## config.mk

```make
export PLATFORM = sky130hd
export DESIGN_NAME = adbg_jsp_apb_fifo_biu
export DESIGN_NICKNAME = d
export VERILOG_FILES = /design/src/rtl/adbg_jsp_apb_fifo_biu.sv
export SDC_FILE = /design/constraint.sdc
export NUM_CORES = 1
export LEC_CHECK = 0
export ABC_AREA = 1
export CORE_UTILIZATION = 55
export CTS_CLUSTER_SIZE = 14
export DETAILED_ROUTE_END_ITERATION = 10
export GPL_TIMING_DRIVEN = 0
export HOLD_SLACK_MARGIN = 0.06
export PLACE_DENSITY = 0.84
export SLEW_MARGIN = 25
export SYNTH_ARGS = -nofsm -noshare
export SYNTH_HDL_FRONTEND = slang
export SYNTH_SLANG_ARGS = --single-unit
```

## constraint.sdc

```tcl
create_clock -name clk_i -period 4.45 [get_ports clk_i]
set_input_delay 0.89 -clock clk_i [delete_from_list [all_inputs] [get_ports clk_i]]
set_output_delay 0.89 -clock clk_i [all_outputs]
set_load 0.02 [all_outputs]
```

## src/rtl/adbg_jsp_apb_fifo_biu.sv

```systemverilog
// adbg_jsp_apb_fifo_biu
//   JTAG Serial Port bus interface unit. It bridges the debug-side JSP core
//   byte strobes to an 8-bit APB slave through two FIFOs:
//     RX (debugger -> CPU) and TX (CPU -> debugger).
//   The APB side sees a 16550-style register map:
//     0 RBR/THR, 1 IER, 2 IIR/FCR, 5 LSR, 7 SCR.
//   It also provides a programmable RX trigger, overrun detection and a
//   registered, prioritised interrupt.
//   Optional macro ADBG_JSP_LEVEL_REGS_EN: when defined, register 3 returns
//   the RX count and register 4 returns the TX free space, each saturating
//   at 255. When undefined, both registers read 0.
// Ports:
//   clk_i, rst_i (sync, active-high)
//   PSEL/PENABLE/PWRITE/PADDR/PWDATA -> PRDATA/PREADY/PSLVERR  APB slave
//   dbg_data_i, dbg_wr_strobe_i  push a byte into RX
//   dbg_rd_strobe_i, dbg_data_o  pop the TX head / TX head byte (0 if empty)
//   dbg_bytes_available_o        TX occupancy
//   dbg_bytes_free_o             RX free space
//   int_o                        registered CPU interrupt
module adbg_jsp_apb_fifo_biu #(
  parameter int DEPTH = 16,
  parameter int CNT_W = $clog2(DEPTH + 1)
) (
  input  logic             clk_i,
  input  logic             rst_i,
  input  logic             PSEL,
  input  logic             PENABLE,
  input  logic             PWRITE,
  input  logic [2:0]       PADDR,
  input  logic [7:0]       PWDATA,
  output logic [7:0]       PRDATA,
  output logic             PREADY,
  output logic             PSLVERR,
  input  logic [7:0]       dbg_data_i,
  input  logic             dbg_wr_strobe_i,
  input  logic             dbg_rd_strobe_i,
  output logic [7:0]       dbg_data_o,
  output logic [CNT_W-1:0] dbg_bytes_available_o,
  output logic [CNT_W-1:0] dbg_bytes_free_o,
  output logic             int_o
);
  localparam int AW = $clog2(DEPTH);
  localparam logic [CNT_W-1:0] FULL_CNT = CNT_W'(DEPTH);

  logic [7:0]       r_rx_mem [DEPTH];
  logic [7:0]       r_tx_mem [DEPTH];
  logic [AW-1:0]    r_rx_wptr, r_rx_rptr, r_tx_wptr, r_tx_rptr;
  logic [CNT_W-1:0] r_rx_cnt, r_tx_cnt;
  logic [1:0]       r_ier, r_trig_code;
  logic [7:0]       r_scr;
  logic             r_ovr, r_thre_pend, r_int;

  logic w_access, w_rd, w_wr, w_tx_wr0;
  logic w_rx_empty, w_rx_full, w_tx_empty, w_tx_full;
  logic w_rx_clr, w_tx_clr, w_rx_pop, w_rx_push, w_rx_ovr, w_tx_pop, w_tx_push;
  logic w_rx_cause, w_thre_cause, w_thre_set, w_thre_clr;
  logic [CNT_W-1:0] w_trig;
  logic [3:0] w_iir_id;
  logic [7:0] w_lsr, w_rdata;

  assign w_access   = PSEL & PENABLE;
  assign w_rd       = w_access & ~PWRITE;
  assign w_wr       = w_access & PWRITE;
  assign w_tx_wr0   = w_wr & (PADDR == 3'd0);
  assign w_rx_empty = (r_rx_cnt == '0);
  assign w_rx_full  = (r_rx_cnt == FULL_CNT);
  assign w_tx_empty = (r_tx_cnt == '0);
  assign w_tx_full  = (r_tx_cnt == FULL_CNT);

  assign w_rx_clr  = w_wr & (PADDR == 3'd2) & PWDATA[1];
  assign w_tx_clr  = w_wr & (PADDR == 3'd2) & PWDATA[2];
  assign w_rx_pop  = w_rd & (PADDR == 3'd0) & ~w_rx_empty;
  // A pop in the same cycle frees the slot, so a push into a full FIFO is
  // accepted then. A clear drops the push silently, without flagging overrun.
  assign w_rx_push = dbg_wr_strobe_i & ~w_rx_clr & (~w_rx_full | w_rx_pop);
  assign w_rx_ovr  = dbg_wr_strobe_i & ~w_rx_clr & w_rx_full & ~w_rx_pop;
  assign w_tx_pop  = dbg_rd_strobe_i & ~w_tx_empty & ~w_tx_clr;
  assign w_tx_push = w_tx_wr0 & (~w_tx_full | w_tx_pop);

  assign PREADY  = 1'b1;
  assign PSLVERR = (w_rd & (PADDR == 3'd0) & w_rx_empty) |
                   (w_tx_wr0 & w_tx_full & ~w_tx_pop);

  always_comb begin
    w_trig = CNT_W'(1);
    case (r_trig_code)
      2'd1:    w_trig = CNT_W'(DEPTH / 4);
      2'd2:    w_trig = CNT_W'(DEPTH / 2);
      2'd3:    w_trig = CNT_W'(DEPTH - 1);
      default: w_trig = CNT_W'(1);
    endcase
  end

  assign w_rx_cause   = r_ier[0] & (r_rx_cnt >= w_trig);
  assign w_thre_cause = r_ier[1] & w_tx_empty & r_thre_pend;
  assign w_iir_id     = w_rx_cause ? 4'h4 : (w_thre_cause ? 4'h2 : 4'h1);
  assign w_lsr        = {1'b0, w_tx_empty, w_tx_empty, 3'b000, r_ovr, ~w_rx_empty};

  // thre_pending is set only when TX actually goes from non-empty to empty,
  // or when THRE is enabled while TX is already empty.
  assign w_thre_set = (~w_tx_empty & ((w_tx_pop & (r_tx_cnt == CNT_W'(1)) & ~w_tx_push) | w_tx_clr)) |
                      (w_wr & (PADDR == 3'd1) & PWDATA[1] & ~r_ier[1] & w_tx_empty);
  assign w_thre_clr = (w_rd & (PADDR == 3'd2) & (w_iir_id == 4'h2)) | w_tx_wr0;

`ifdef ADBG_JSP_LEVEL_REGS_EN
  logic [31:0] w_rx_lvl32, w_tx_free32;
  logic [7:0]  w_rx_lvl8, w_tx_free8;
  assign w_rx_lvl32  = 32'(r_rx_cnt);
  assign w_tx_free32 = 32'(FULL_CNT - r_tx_cnt);
  assign w_rx_lvl8   = (w_rx_lvl32 > 32'd255) ? 8'hFF : w_rx_lvl32[7:0];
  assign w_tx_free8  = (w_tx_free32 > 32'd255) ? 8'hFF : w_tx_free32[7:0];
`endif

  always_comb begin
    w_rdata = '0;
    case (PADDR)
      3'd0: w_rdata = w_rx_empty ? 8'h00 : r_rx_mem[r_rx_rptr];
      3'd1: w_rdata = {6'b0, r_ier};
      3'd2: w_rdata = {4'b1100, w_iir_id};
`ifdef ADBG_JSP_LEVEL_REGS_EN
      3'd3: w_rdata = w_rx_lvl8;
      3'd4: w_rdata = w_tx_free8;
`endif
      3'd5: w_rdata = w_lsr;
      3'd7: w_rdata = r_scr;
      default: w_rdata = '0;
    endcase
  end

  assign PRDATA                = w_rd ? w_rdata : '0;
  assign dbg_data_o            = w_tx_empty ? 8'h00 : r_tx_mem[r_tx_rptr];
  assign dbg_bytes_available_o = r_tx_cnt;
  assign dbg_bytes_free_o      = FULL_CNT - r_rx_cnt;
  assign int_o                 = r_int;

  always_ff @(posedge clk_i) begin
    if (w_rx_push) r_rx_mem[r_rx_wptr] <= dbg_data_i;
    if (w_tx_push) r_tx_mem[r_tx_wptr] <= PWDATA;
  end

  always_ff @(posedge clk_i) begin
    if (rst_i || w_rx_clr) begin
      r_rx_wptr <= '0;
      r_rx_rptr <= '0;
      r_rx_cnt  <= '0;
    end else begin
      if (w_rx_push) r_rx_wptr <= r_rx_wptr + 1'b1;
      if (w_rx_pop)  r_rx_rptr <= r_rx_rptr + 1'b1;
      if (w_rx_push && !w_rx_pop)      r_rx_cnt <= r_rx_cnt + 1'b1;
      else if (!w_rx_push && w_rx_pop) r_rx_cnt <= r_rx_cnt - 1'b1;
    end
  end

  always_ff @(posedge clk_i) begin
    if (rst_i || w_tx_clr) begin
      r_tx_wptr <= '0;
      r_tx_rptr <= '0;
      r_tx_cnt  <= '0;
    end else begin
      if (w_tx_push) r_tx_wptr <= r_tx_wptr + 1'b1;
      if (w_tx_pop)  r_tx_rptr <= r_tx_rptr + 1'b1;
      if (w_tx_push && !w_tx_pop)      r_tx_cnt <= r_tx_cnt + 1'b1;
      else if (!w_tx_push && w_tx_pop) r_tx_cnt <= r_tx_cnt - 1'b1;
    end
  end

  always_ff @(posedge clk_i) begin
    if (rst_i) begin
      r_ier       <= '0;
      r_trig_code <= '0;
      r_scr       <= '0;
      r_ovr       <= 1'b0;
      r_thre_pend <= 1'b0;
      r_int       <= 1'b0;
    end else begin
      if (w_wr && PADDR == 3'd1) r_ier       <= PWDATA[1:0];
      if (w_wr && PADDR == 3'd2) r_trig_code <= PWDATA[7:6];
      if (w_wr && PADDR == 3'd7) r_scr       <= PWDATA;
      // A fresh overrun wins over an LSR read in the same cycle so it is not lost.
      if (w_rx_ovr)                       r_ovr <= 1'b1;
      else if (w_rd && PADDR == 3'd5)     r_ovr <= 1'b0;
      if (w_thre_set)      r_thre_pend <= 1'b1;
      else if (w_thre_clr) r_thre_pend <= 1'b0;
      r_int <= w_rx_cause | w_thre_cause;
    end
  end
endmodule

```

After elaboration in Yosys (flattened, before gate mapping)
Memory sizes are Yosys's and may differ from the RTL's. A register that Yosys moved wholly into a read port is not among the register bits.
Cells that the tools add are included.
{ "word_totals": {"reg_bits": 41, "latch_bits": 0, "ram_bits": 256, "mem_bits_ro": 0, "input_bits": 26, "output_inout_bits": 29, "word_cells": 128, "n_memories": 2} }
{ "mem_list": {"columns": ["memory", "words", "word_bits", "read_ports", "rd_ports_with_merged_regs", "wr", "line_no", "source"], "rows": [
  ["r_rx_mem", 16, 8, 1, 1, 1, "45", "logic [7:0] r_rx_mem [DEPTH];"],
  ["r_tx_mem", 16, 8, 1, 1, 1, "46", "logic [7:0] r_tx_mem [DEPTH];"]
]} }
{ "op_classes": {"n_addsub": 9, "mul": 0, "n_div": 0, "magnitude_cmp": 1, "eq_ne": 11, "shift": 0, "n_mux": 23, "bitwise": 49, "reduce_logical": 21} }
{ "op_table": {"columns": ["cell", "n"], "rows": [
  ["$pmux 8 s5", 1],
  ["$and 1x1->1", 31],
  ["$mux 8", 3],
  ["$mux 5", 4],
  ["$add 4x1->4 const B", 4],
  ["$mux 4", 4],
  ["$pmux 4 s3", 1],
  ["$not 1->1", 11],
  ["$add 5x1->5 const B", 2],
  ["$eq 5x5->1 const B", 2],
  ["$logic_not 5->1", 2],
  ["$sub 5x1->5 const B", 2],
  ["$logic_and 1x1->1", 8],
  ["$mux 1", 8],
  ["$reduce_bool 2->1", 4],
  ["$or 1x1->1", 7],
  ["$eq 3x2->1 const B", 2],
  ["$eq 3x3->1 const B", 2],
  ["$eq 5x1->1 const B", 1],
  ["$ge 5x5->1", 1],
  ["$sub 5x5->5 const A", 1],
  ["$eq 2x2->1 const B", 2],
  ["$logic_not 1->1", 4],
  ["$eq 3x1->1 const B", 1],
  ["5 further kinds", 6]
]} }

Depth between registers and ports, before layout
Gate-level depths: netlist of the first run.
{ "depth": {"ltp_word": 14, "mapped_depth": 17, "depth_no_buf": 17} }

Worst setup path after synthesis of the first run
OpenSTA, ideal clock, no wires.
{ "synth_timing": {"kind": "input port to output port", "from": "input port PADDR[2]", "to": "output port PSLVERR", "t_arrival_ns": 2.056, "required_time_ns": 3.560, "slack_ns": 1.504, "path_stages": 7, "path_cell_list": "inv_1 > nand3_1 > nor2_1 > nand2_1 > nand2_4 > nand2_4 > o21ai_0"} }
{ "synth_between": {"elab_chain_cells": 8} }
{ "synth_rtl": {"columns": ["element", "line_no", "source"], "rows": [
  ["start: declaration", "29", "input logic [2:0] PADDR,"],
  ["$eq 3x2->1", "71", "assign w_tx_clr = w_wr & (PADDR == 3'd2) & PWDATA[2];"],
  ["$and 1x1->1 (2 in a row)", "71", null],
  ["$not 1->1", "77", "assign w_tx_pop = dbg_rd_strobe_i & ~w_tx_empty & ~w_tx_clr;"],
  ["$and 1x1->1", "77", null],
  ["$not 1->1", "82", "(w_tx_wr0 & w_tx_full & ~w_tx_pop);"],
  ["$and 1x1->1", "82", null],
  ["$or 1x1->1 *", "81", "assign PSLVERR = (w_rd & (PADDR == 3'd0) & w_rx_empty) |"],
  ["end: declaration", "33", "output logic PSLVERR,"]
]} }
Every way passes the cells marked *; elsewhere a longest branch is shown, timed or not.

Worst setup path after layout of the first run
{ "layout_timing": {"from": "register r_trig_code[0]", "to": "output port PRDATA[0]"} }
{ "layout_between": {"elab_chain_cells": 7} }
{ "layout_rtl": {"columns": ["element", "line_no", "source"], "rows": [
  ["start: declaration", "49", "logic [1:0] r_ier, r_trig_code;"],
  ["start signal: assignment", "177", "if (w_wr && PADDR == 3'd2) r_trig_code <= PWDATA[7:6];"],
  ["$eq 2x2->1 / $eq 2x1->1 (equally long branches)", "86", "case (r_trig_code)"],
  ["$pmux 4 s3 *", "86", null],
  ["$ge 5x5->1 *", "94", "assign w_rx_cause = r_ier[0] & (r_rx_cnt >= w_trig);"],
  ["$and 1x1->1 *", "94", null],
  ["$mux 3 *", "96", "assign w_iir_id = w_rx_cause ? 4'h4 : (w_thre_cause ? 4'h2 : 4'h1);"],
  ["$pmux 8 s5 *", "116", "case (PADDR)"],
  ["$mux 8 *", "130", "assign PRDATA = w_rd ? w_rdata : '0;"],
  ["end: declaration", "31", "output logic [7:0] PRDATA,"]
]} }
Marks and branches as above.

==> results of run 1 <==
-- flip-flops by register name, summed over array words and instances (netlist names), named ones only --
signal                 flops
r_tx_wptr                  4
r_thre_pend                1
r_rx_wptr                  4
r_scr                      8
r_rx_rptr                  4
r_trig_code                2
int_o                      1
r_rx_mem                 128
r_tx_mem                 128
r_ier                      2
r_ovr                      1
r_rx_cnt                   5
dbg_bytes_available_o      5
r_tx_rptr                  4
-- metal layers --
layer  vias to the layer above  track usage (%)
li1                       4562                -
met1                      4719            36.33
met2                       549            43.49
met3                        87            5.920
met4                         0            8.507
met5                         -                0
-- stage by stage --
stage	cells	hold WS, ns	total power [W]	util, %
floorplan	1305	0.4336	0.004385	-
global placement	1677	0.4489	0.005033	60.20
detailed placement	1677	0.4577	0.005087	60.24
CTS	1730	0.4756	0.007510	64.31
global route	1730	0.5071	0.007814	64.31
finish	1730	0.4770	0.007540	64.31
-- cell usage after synthesis, drive strengths merged (8+ instances only) --
cell	count
a21oi	83
buf	26
clkbuf	25
dfxtp	49
edfxtp	256
ha	29
inv	113
nand2	366
nand3	156
nor2	117
nor3	8
o21ai	41
o31ai	16
xor2	8
-- report_power, final --
part | internal (W) | switching (W) | total [W]
clock | 0.00143 | 0.00104 | 0.00247
sequential | 0.00317 | 0.0000794 | 0.00325
combinational | 0.000608 | 0.00121 | 0.00182
total | 0.00521 | 0.00233 | 0.00754
-- cells in the final DEF (no fill, tap or decap), types with 2 or more instances in the layout --
cell type          n
a211oi_1           2
a21oi_1           82
buf_1              2
buf_2             22
buf_4              2
clkbuf_1          32
clkbuf_16         31
clkbuf_8           6
clkdlybuf4s50_1   53
clkinv_2           6
clkinv_4           2
dfxtp_1           49
edfxtp_1         256
ha_1              29
inv_1            109
inv_2              4
nand2_1          362
nand2_4            4
nand3_1          154
nand3_2            2
nor2_1           114
nor2_2             2
nor3_1             6
nor3_2             2
o21ai_0           41
o31ai_1           16
xnor2_1            2
xor2_1             8
-- final cells by class --
type	count	area (sq um)
sequential	305	8668
fill	1720	8427
multi-input combinational	835	3971
clock buffer	44	884.6
timing repair buffer	53	530.5
inverter	114	427.9
tap	319	399.1
buffer	51	226.5
clock inverter	9	77.57
-- cell families after synthesis --
family          count (synthesis)  share of synthesized area, %
simple gates                  650                         20.36
flops                         305                         65.25
xor+xnor                       10                        0.6594
other cells                     1                       0.02823
compound gates                144                         5.887
fa+ha+maj                      30                         2.882
buf+inv                       165                         4.926
-- worst paths after layout --
kind / startpoint / endpoint / slack [ns]
hold reg to reg: r_tx_rptr[2] / r_tx_rptr[2] / 0.48
setup / recovery: r_trig_code[0] / PRDATA[0] / 0.18
setup reg to reg: r_rx_cnt[0] / r_rx_cnt[4] / 1.00
hold / removal: r_tx_rptr[2] / r_tx_rptr[2] / 0.48
-- worst max-delay path: stages (launching register included) --
cell and delay (ns):
dfxtp_1 0.41, inv_1 0.08, ha_1 0.19, o21bai_1 0.16, ha_1 0.28, nand2_1 0.10
nor2_1 0.05, nor2_1 0.12, nand2_1 0.09, nand2_1 0.15, nand3_1 0.09, nand2_1 0.09
inv_1 0.05, a21oi_1 0.28, clkdlybuf4s50_1 0.68
==> summary.txt, run 1 <==
Num rows -> 56
Met2 WL -> 15460 microns
Number of enable flip-flop cells after synthesis -> 256
Clock latency on the worst-skew pair -> 0.55 ns
Synthesized flop and latch total -> 305
Via count of the first global-routing pass -> 9390
Pin count of the biggest net entering global routing -> 20
Final Cycle Share -> 95.98%
Hold Buf Count CTS -> 0
Post-CTS Setup Repair Bufs -> 0
Ys flop type -> edfxtp_1
Die area -> 24780 sq um
Post-layout min period -> 4.271 ns
Power per cell area -> 496.5 nW/um^2
Die W -> 157.4 microns
Starting Density -> 56.26%
Slew Viols, Final -> 0
CP Data Arrival Time -> 3.38 ns
Setup Skew -> 0.006224 ns
Seq/Total Area, Yosys -> 65.25%
Vias -> 9917
Initial antenna violation count -> 0
Lkg Pwr -> 5.836 nW
Area post-placement -> 14220 sq um
Post-synth top area cell -> edfxtp_1
Final instance area -> 15190 sq um
Deepest clock path buffer count -> 3
DR WL/cell -> 18.87 microns
# DRC -> 0
Layout cells sized above 1 -> 6.166%
Final Hold Vio Count -> 0
Routed wire length -> 32650 microns
Crit path kind -> flip-flop to output port
Setup Total Neg Slack -> 0 ns
Hold Crit Class -> flip-flop to flip-flop
Slew headroom -> 32.24%
Min-Delay Path Depth -> 1
Fin worst setup slack -> 0.1790 ns
Netlist cell types -> 32
Die height -> 157.4 microns
Gates resized, CTS repair -> 0
Syn_nets -> 1361
DRT iter0 DRCs -> 1289
WL met3 -> 3367 microns
Core Box Area -> 23610 sq um
Reg2Reg Depth -> 17
Critical Path End Type -> output port
Gr usage total -> 26.92%
Area fraction of the dominant cell type after synthesis -> 57.87%
Worst slack at placement -> 0.2991 ns
CTS Sinks -> 305
Mean Syn Cell Area -> 10.18 sq um
Top routing layer used -> met4
First-pass GRT wire length -> 50140 microns
RSZ-0062 raised after global routing -> false
Most area-consuming cells after synthesis -> edfxtp_1 58%, nand2_1 10%, dfxtp_1 7.4%
Routed Antenna Nets -> 0
CTS root buf -> clkbuf_16
CTS tree -> built
IO Count -> 55
Crit path max fanout -> 5
GP Congestion -> 0.9036
Metal1 wirelength -> 12910 microns
Area delta synth->final -> 14.32%
Cells after Synth -> 1305
CTS Buf Count -> 29
Synthesized area -> 13280 sq um
Setup violators final -> 0
Worst IR Drop VDD -> 0.3427 mV
Req. time, crit path -> 3.56 ns
Fmax -> 0.2341 GHz
TritonRoute pass-1 iters -> 6
Clock slew at reported path FFs -> 0.07 ns
Synth Warn # -> 0
Antenna Diode Count -> 0
Ys async rst share -> 0%
PortBufs -> 53
DR vias/cell -> 5.732
Final Net Count -> 1445
Startpoint types -> flip-flop
H-tree Lvls -> 1
Total grt overflow -> 0
Status -> finished, final reports clean
DP Wirelength -> 21910 microns
Worst slew pin tran -> 1.013 ns
Maxcap violations -> 0
Note: power is estimated with default switching activity, not from simulation.
==> run 2: changes to the inputs <==
--- a/config.mk
+++ b/config.mk
@@ -6,12 +6,14 @@
 export NUM_CORES = 1
 export LEC_CHECK = 0
 export ABC_AREA = 1
-export CORE_UTILIZATION = 55
+export CELL_PAD_IN_SITES_DETAIL_PLACEMENT = 0
+export CELL_PAD_IN_SITES_GLOBAL_PLACEMENT = 1
+export CORE_UTILIZATION = 52
 export CTS_CLUSTER_SIZE = 14
 export DETAILED_ROUTE_END_ITERATION = 10
 export GPL_TIMING_DRIVEN = 0
 export HOLD_SLACK_MARGIN = 0.06
-export PLACE_DENSITY = 0.84
+export PLACE_DENSITY = 0.95
 export SLEW_MARGIN = 25
 export SYNTH_ARGS = -nofsm -noshare
 export SYNTH_HDL_FRONTEND = slang
==> summary.txt, run 2 (same netlist as run 1, synthesis figures left out) <==
Area delta synth->final -> 14.67%
Worst slew pin tran -> 0.9793 ns (-0.03335 ns)
Routed wire length -> 31540 microns (-3.4%)
Post-CTS Setup Repair Bufs -> 0 (unchanged)
Slew Viols, Final -> 0 (unchanged)
Core Box Area -> 25110 sq um (+6.3%)
Post-layout min period -> 4.208 ns (-0.06280 ns)
CTS tree -> built
DR WL/cell -> 18.08 microns (-4.2%)
Die W -> 161.8 microns (+2.8%)
DP Wirelength -> 20990 microns (-4.2%)
WL met3 -> 2805 microns (-17%)
Fillers -> 2068 (+20%)
Gates resized, CTS repair -> 0 (unchanged)
Lkg Pwr -> 5.846 nW (+0.17%)
Hold Crit Class -> flip-flop to flip-flop
Met2 WL -> 14740 microns (-4.7%)
Setup Skew -> 0.01103 ns (+0.004805 ns)
CTS Buf Count -> 30 (+3.4%)
H-tree Lvls -> 1 (unchanged)
Hold Buf Count CTS -> 0 (unchanged)
Pin count of the biggest net entering global routing -> 20 (unchanged)
Final Cycle Share -> 94.57% (-1.4 points)
Deepest clock path buffer count -> 3 (unchanged)
Layout cells sized above 1 -> 6.223% (+0.058 points)
Top routing layer used -> met4
# DRC -> 0 (unchanged)
DR vias/cell -> 5.528 (-3.6%)
PortBufs -> 53 (unchanged)
Via count of the first global-routing pass -> 9277 (-1.2%)
RSZ-0062 raised after global routing -> false
Fmax -> 0.2376 GHz (+1.5%)
Final Net Count -> 1446 (+0.069%)
TritonRoute pass-1 iters -> 5 (-1)
CTS Sinks -> 305 (unchanged)
Initial antenna violation count -> 0 (unchanged)
Critical Path End Type -> output port
CP delay by family, top -> buffers and inverters
Status -> finished, final reports clean
Power per cell area -> 495.7 nW/um^2 (-0.16%)
Most frequent cells in the layout -> 362 x nand2_1, 256 x edfxtp_1, 154 x nand3_1
Setup violators final -> 0 (unchanged)
Startpoint types -> flip-flop
Most common cell after layout, fill and taps aside -> nand2_1
CTS root buf -> clkbuf_16
Metal1 wirelength -> 13170 microns (+2.1%)
Worst path bufs/invs -> 4 (+1)
Total grt overflow -> 0 (unchanged)
Vias -> 9641 (-2.8%)
Clock latency on the worst-skew pair -> 0.55 ns (about the same)
Slew headroom -> 34.47% (+2.2 points)
CP Data Arrival Time -> 3.32 ns (-0.06 ns)
Gr usage total -> 24.57% (-2.3 points)
Num rows -> 58 (+3.6%)
Fin worst setup slack -> 0.2418 ns (+0.06280 ns)
IO Count -> 55 (unchanged)
Maxcap violations -> 0 (unchanged)
Crit path kind -> flip-flop to output port
Req. time, crit path -> 3.56 ns (about the same)
Clock slew at reported path FFs -> 0.06 ns (about the same)
Slowest cell delay on critical path -> 0.67 ns (about the same)
Top Registers -> r_rx_mem: 128 flops, r_tx_mem: 128 flops, r_scr: 8 flops
Final Hold Vio Count -> 0 (unchanged)
Die height -> 161.8 microns (+2.8%)
Worst slack at placement -> 0.2892 ns (-0.009926 ns)
Setup Total Neg Slack -> 0 ns (unchanged)
DRT iter0 DRCs -> 1068 (-17%)
Max stage delay cell, worst path -> clkdlybuf4s50_1
Crit path max fanout -> 9 (+4)
Routed Antenna Nets -> 0 (unchanged)
Antenna Diode Count -> 0 (unchanged)
CP Cell Sequence -> inv_1, ha_1, nand3_2, clkinv_1, nand3_1, nand3_1, nand2_1, inv_1, a21oi_1, clkdlybuf4s50_1
Die area -> 26190 sq um (+5.7%)
GP Congestion -> 0.8836 (-2.2%)
First-pass GRT wire length -> 49420 microns (-1.4%)
Starting Density -> 52.91% (-3.4 points)
Worst IR Drop VDD -> 0.3181 mV (-7.2%)
==> run 2: final timing paths <==
path                      end  cells after the start  slack [ns]                startpoint
setup / recovery    PRDATA[0]                     10        0.24  dbg_bytes_available_o[0]
hold / removal       r_scr[3]                      2        0.48                  r_scr[3]
setup reg to reg  r_rx_cnt[4]                     17        1.11               r_rx_cnt[0]
hold reg to reg      r_scr[3]                      2        0.48                  r_scr[3]
==> run 2: report_power, final <==
part | internal [W] | switching (W) | leakage [nW]
registers | 0.00318 | 0.0000772 | 2.70
logic | 0.000607 | 0.00119 | 2.65
clock network | 0.00147 | 0.00104 | 0.489
total | 0.00525 | 0.00230 | 5.85
==> run 2: per-layer routing <==
| metal | vias to the layer above | GRT usage [%] |
|---|---|---|
| met3 | 64 | 4.290 |
| met4 | 0 | 7.633 |
| met5 | - | 0 |
| met2 | 458 | 39.31 |
| met1 | 4540 | 34.30 |
| li1 | 4579 | - |
==> run 2: area by class of cell <==
| type | instances | area (sq um) | share of cell area [%] |
|---|---|---|---|
| Buffer | 51 | 226.5 | 1.487 |
| Clock buffer | 47 | 915.9 | 6.013 |
| Clock inverter | 9 | 78.83 | 0.5175 |
| Inverter | 114 | 427.9 | 2.809 |
| Multi-Input combinational cell | 835 | 3971 | 26.07 |
| Sequential cell | 305 | 8668 | 56.91 |
| Tap cell | 330 | 412.9 | 2.711 |
| Timing Repair Buffer | 53 | 530.5 | 3.483 |
==> run 2: worst register-to-register path: stages (launching register included) <==
cell and delay [ns]:
dfxtp_1 0.42, inv_1 0.13, ha_1 0.25, nand2_1 0.07, nor2_1 0.05, ha_1 0.25
nor2_4 0.27, nand2_4 0.12, a21oi_4 0.30, ha_1 0.25, inv_1 0.11, fa_1 0.41
a21oi_1 0.15, nor2_1 0.05, nor2_1 0.11, xor2_1 0.16, nand2_1 0.07, a21oi_1 0.11
==> run 2: metrics by stage <==
step / cells / cell area (sq um) / utilization [%] / total power, W / hold slack [ns]
after floorplan: 1305 / 13280 / - / 0.004385 / 0.4336
after global placement: 1688 / 14230 / 56.66 / 0.005052 / 0.4490
after detailed placement: 1688 / 14240 / 56.70 / 0.005081 / 0.4724
after CTS: 1744 / 15230 / 60.66 / 0.007562 / 0.4846
after global routing: 1744 / 15230 / 60.66 / 0.007876 / 0.5056
final: 1744 / 15230 / 60.66 / 0.007551 / 0.4819
==> run 3: changes to the inputs <==
--- a/config.mk
+++ b/config.mk
@@ -8,6 +8,7 @@
 export ABC_AREA = 1
 export CELL_PAD_IN_SITES_DETAIL_PLACEMENT = 0
 export CELL_PAD_IN_SITES_GLOBAL_PLACEMENT = 1
+export CORE_ASPECT_RATIO = 0.8
 export CORE_UTILIZATION = 52
 export CTS_CLUSTER_SIZE = 14
 export DETAILED_ROUTE_END_ITERATION = 10
==> constraint.sdc (replaced) <==
create_clock -name clk_i -period 5 [get_ports clk_i]
set_input_delay 1 -clock clk_i [delete_from_list [all_inputs] [get_ports clk_i]]
set_output_delay 1 -clock clk_i [all_outputs]
set_load 0.02 [all_outputs]
==> summary.txt, run 3 (same netlist as run 1, synthesis figures left out) <==
Status -> finished, final reports clean
Final instance area -> 15150 sq um (-0.51%)
CTS Sinks -> 305 (unchanged)
DR vias/cell -> 5.530 (about the same)
Slew headroom -> 32.43% (-2.0 points)
Setup violators final -> 0 (unchanged)
Slew Viols, Final -> 0 (unchanged)
Die height -> 145.0 microns (-10%)
DRT iter0 DRCs -> 1116 (+4.5%)
Num rows -> 51 (-12%)
Fillers -> 1952 (-5.6%)
Via count of the first global-routing pass -> 8821 (-4.9%)
Req. time, crit path -> 4.00 ns (+0.44 ns)
Min-Delay Path Depth -> 2 (unchanged)
Crit path kind -> input pin to output port
Final Cycle Share -> 89.27%
Cells after DPL -> 1676 (-0.71%)
Max stage delay cell, worst path -> clkdlybuf4s50_1
First-pass GRT wire length -> 48620 microns (-1.6%)
Initial antenna violation count -> 0 (unchanged)
CTS Buf Count -> 29 (-3.3%)
Startpoint types -> input pin
Final Hold Vio Count -> 0 (unchanged)
Power per cell area -> 439.3 nW/um^2 (-11%)
Core Util, Final -> 61.37% (+0.70 points)
WHS Endpoint -> r_rx_rptr[3]
CP Cell Sequence -> clkdlybuf4s50_1, nand2_1, nand2_4, nand2_4, o21ai_0, clkdlybuf4s50_1
Routed wire length -> 31750 microns (+0.66%)
Slowest cell delay on critical path -> 1.01 ns (+0.34 ns)
Most common cell after layout, fill and taps aside -> nand2_1
Setup Skew -> 0.02612 ns (+0.01509 ns)
Clock latency on the worst-skew pair -> 0.55 ns (about the same)
Post-layout min period -> 4.463 ns
H-tree Lvls -> 1 (unchanged)
Vias -> 9567 (-0.77%)
CTS tree -> built
Hold Crit Class -> flip-flop to flip-flop
DR WL/cell -> 18.35 microns (+1.5%)
Lkg Pwr -> 5.813 nW (-0.57%)
Pin count of the biggest net entering global routing -> 20 (unchanged)
Crit path max fanout -> 19 (+10)
Critical Path End Type -> output port
Worst slew pin tran -> 1.010 ns (+0.03049 ns)
Routed Antenna Nets -> 0 (unchanged)
Gates resized, CTS repair -> 0 (unchanged)
Core Box Area -> 24690 sq um (-1.6%)
Hold Buf Count CTS -> 0 (unchanged)
CP Data Arrival Time -> 3.46 ns (+0.14 ns)
# DRC -> 0 (unchanged)
Reg2Reg Depth -> 17 (unchanged)
Starting Density -> 53.79% (+0.89 points)
RR Startpoint -> r_rx_cnt[0]
Total grt overflow -> 0 (unchanged)
Antenna Diode Count -> 0 (unchanged)
GP Congestion -> 0.9338 (+5.7%)
RSZ-0062 raised after global routing -> false
Post-CTS Setup Repair Bufs -> 0 (unchanged)
Maxcap violations -> 0 (unchanged)
Final Net Count -> 1445 (-0.069%)
Gr usage total -> 24.17% (-0.40 points)
Setup Total Neg Slack -> 0 ns (unchanged)
Final cell count without fillers -> 1730 (-0.80%)
Layout cells sized above 1 -> 5.878% (-0.35 points)
Die area -> 26190 sq um (about the same)
Top Registers -> r_rx_mem: 128 flops, r_tx_mem: 128 flops, r_scr: 8 flops
Worst R2R Setup Slack -> 1.51 ns (+0.40 ns)
Hold Startpoint -> r_rx_rptr[3]
Fmax -> 0.2240 GHz
Die W -> 180.7 microns (+12%)
Most frequent cells in the layout -> 362 x nand2_1, 256 x edfxtp_1, 154 x nand3_1
CTS root buf -> clkbuf_16
Clock slew at reported path FFs -> 0.06 ns (about the same)
DP Wirelength -> 21840 microns (+4.0%)
Grt met1 use -> 36.83% (+2.5 points)
R2R Path End -> r_rx_cnt[4]
Area delta synth->final -> 14.08%
GRT met3 Usage -> 4.418% (+0.13 points)
Fin Hold WS -> 0.4823 ns (+0.0003680 ns)
PortBufs -> 53 (unchanged)
Area post-placement -> 14220 sq um (-0.11%)
Worst IR Drop VDD -> 0.2869 mV (-9.8%)
Met2 Use GR -> 35.95% (-3.4 points)
TritonRoute pass-1 iters -> 5 (unchanged)
IO Count -> 55 (unchanged)
Deepest clock path buffer count -> 3 (unchanged)
Busiest metal layer after global routing -> met1
run 3: how the worst max path moves through the flow:
stage                   start  endpoint  slack [ns]
finish              PWDATA[2]   PSLVERR        0.54
global route        PWDATA[2]   PSLVERR        0.46
CTS                 PWDATA[2]   PSLVERR        0.54
detailed placement  PWDATA[2]   PSLVERR        0.56
global placement    PWDATA[2]   PSLVERR        0.59
floorplan            PADDR[2]   PSLVERR        1.83
run 3: power by group:
group | switching, W | internal (W)
clock | 0.000910 | 0.00124
sequential | 0.0000703 | 0.00283
combinational | 0.00107 | 0.000542
total | 0.00205 | 0.00460
run 3: metal layers:
layer / up-vias / part of all wire (%)
li1: 4567 / -
met1: 4489 / 44
met2: 473 / 43
met3: 38 / 10
met4: 0 / 1.9
met5: - / 0
run 3: area by class of cell:
type                    count  area [sq um]  share of cell area, %
multi-input cells         835          3971                  26.21
clock inverters             8         68.82                 0.4541
well taps                 318         397.9                  2.626
inverters                 114         427.9                  2.824
flip-flops and latches    305          8668                  57.20
plain buffers              51         226.5                  1.494
clock buffers              46         863.3                  5.697
repair buffers             53         530.5                  3.501
run 3: metrics by stage:
stage          setup slack (ns)  total power, W
6_report                 0.5365        0.006657
5_1_grt                  0.4584        0.006924
4_1_cts                  0.5409        0.006664
3_5_place_dp             0.5647        0.004540
3_3_place_gp             0.5883        0.004511
2_1_floorplan             1.834        0.003903
run 3: worst max-delay path: cells and delay by family:
kind	cells	cell delay (ns)
buffers and inverters	2	1.68
AOI/OAI and AO/OA	1	0.30
and+or+nand+nor	3	0.48
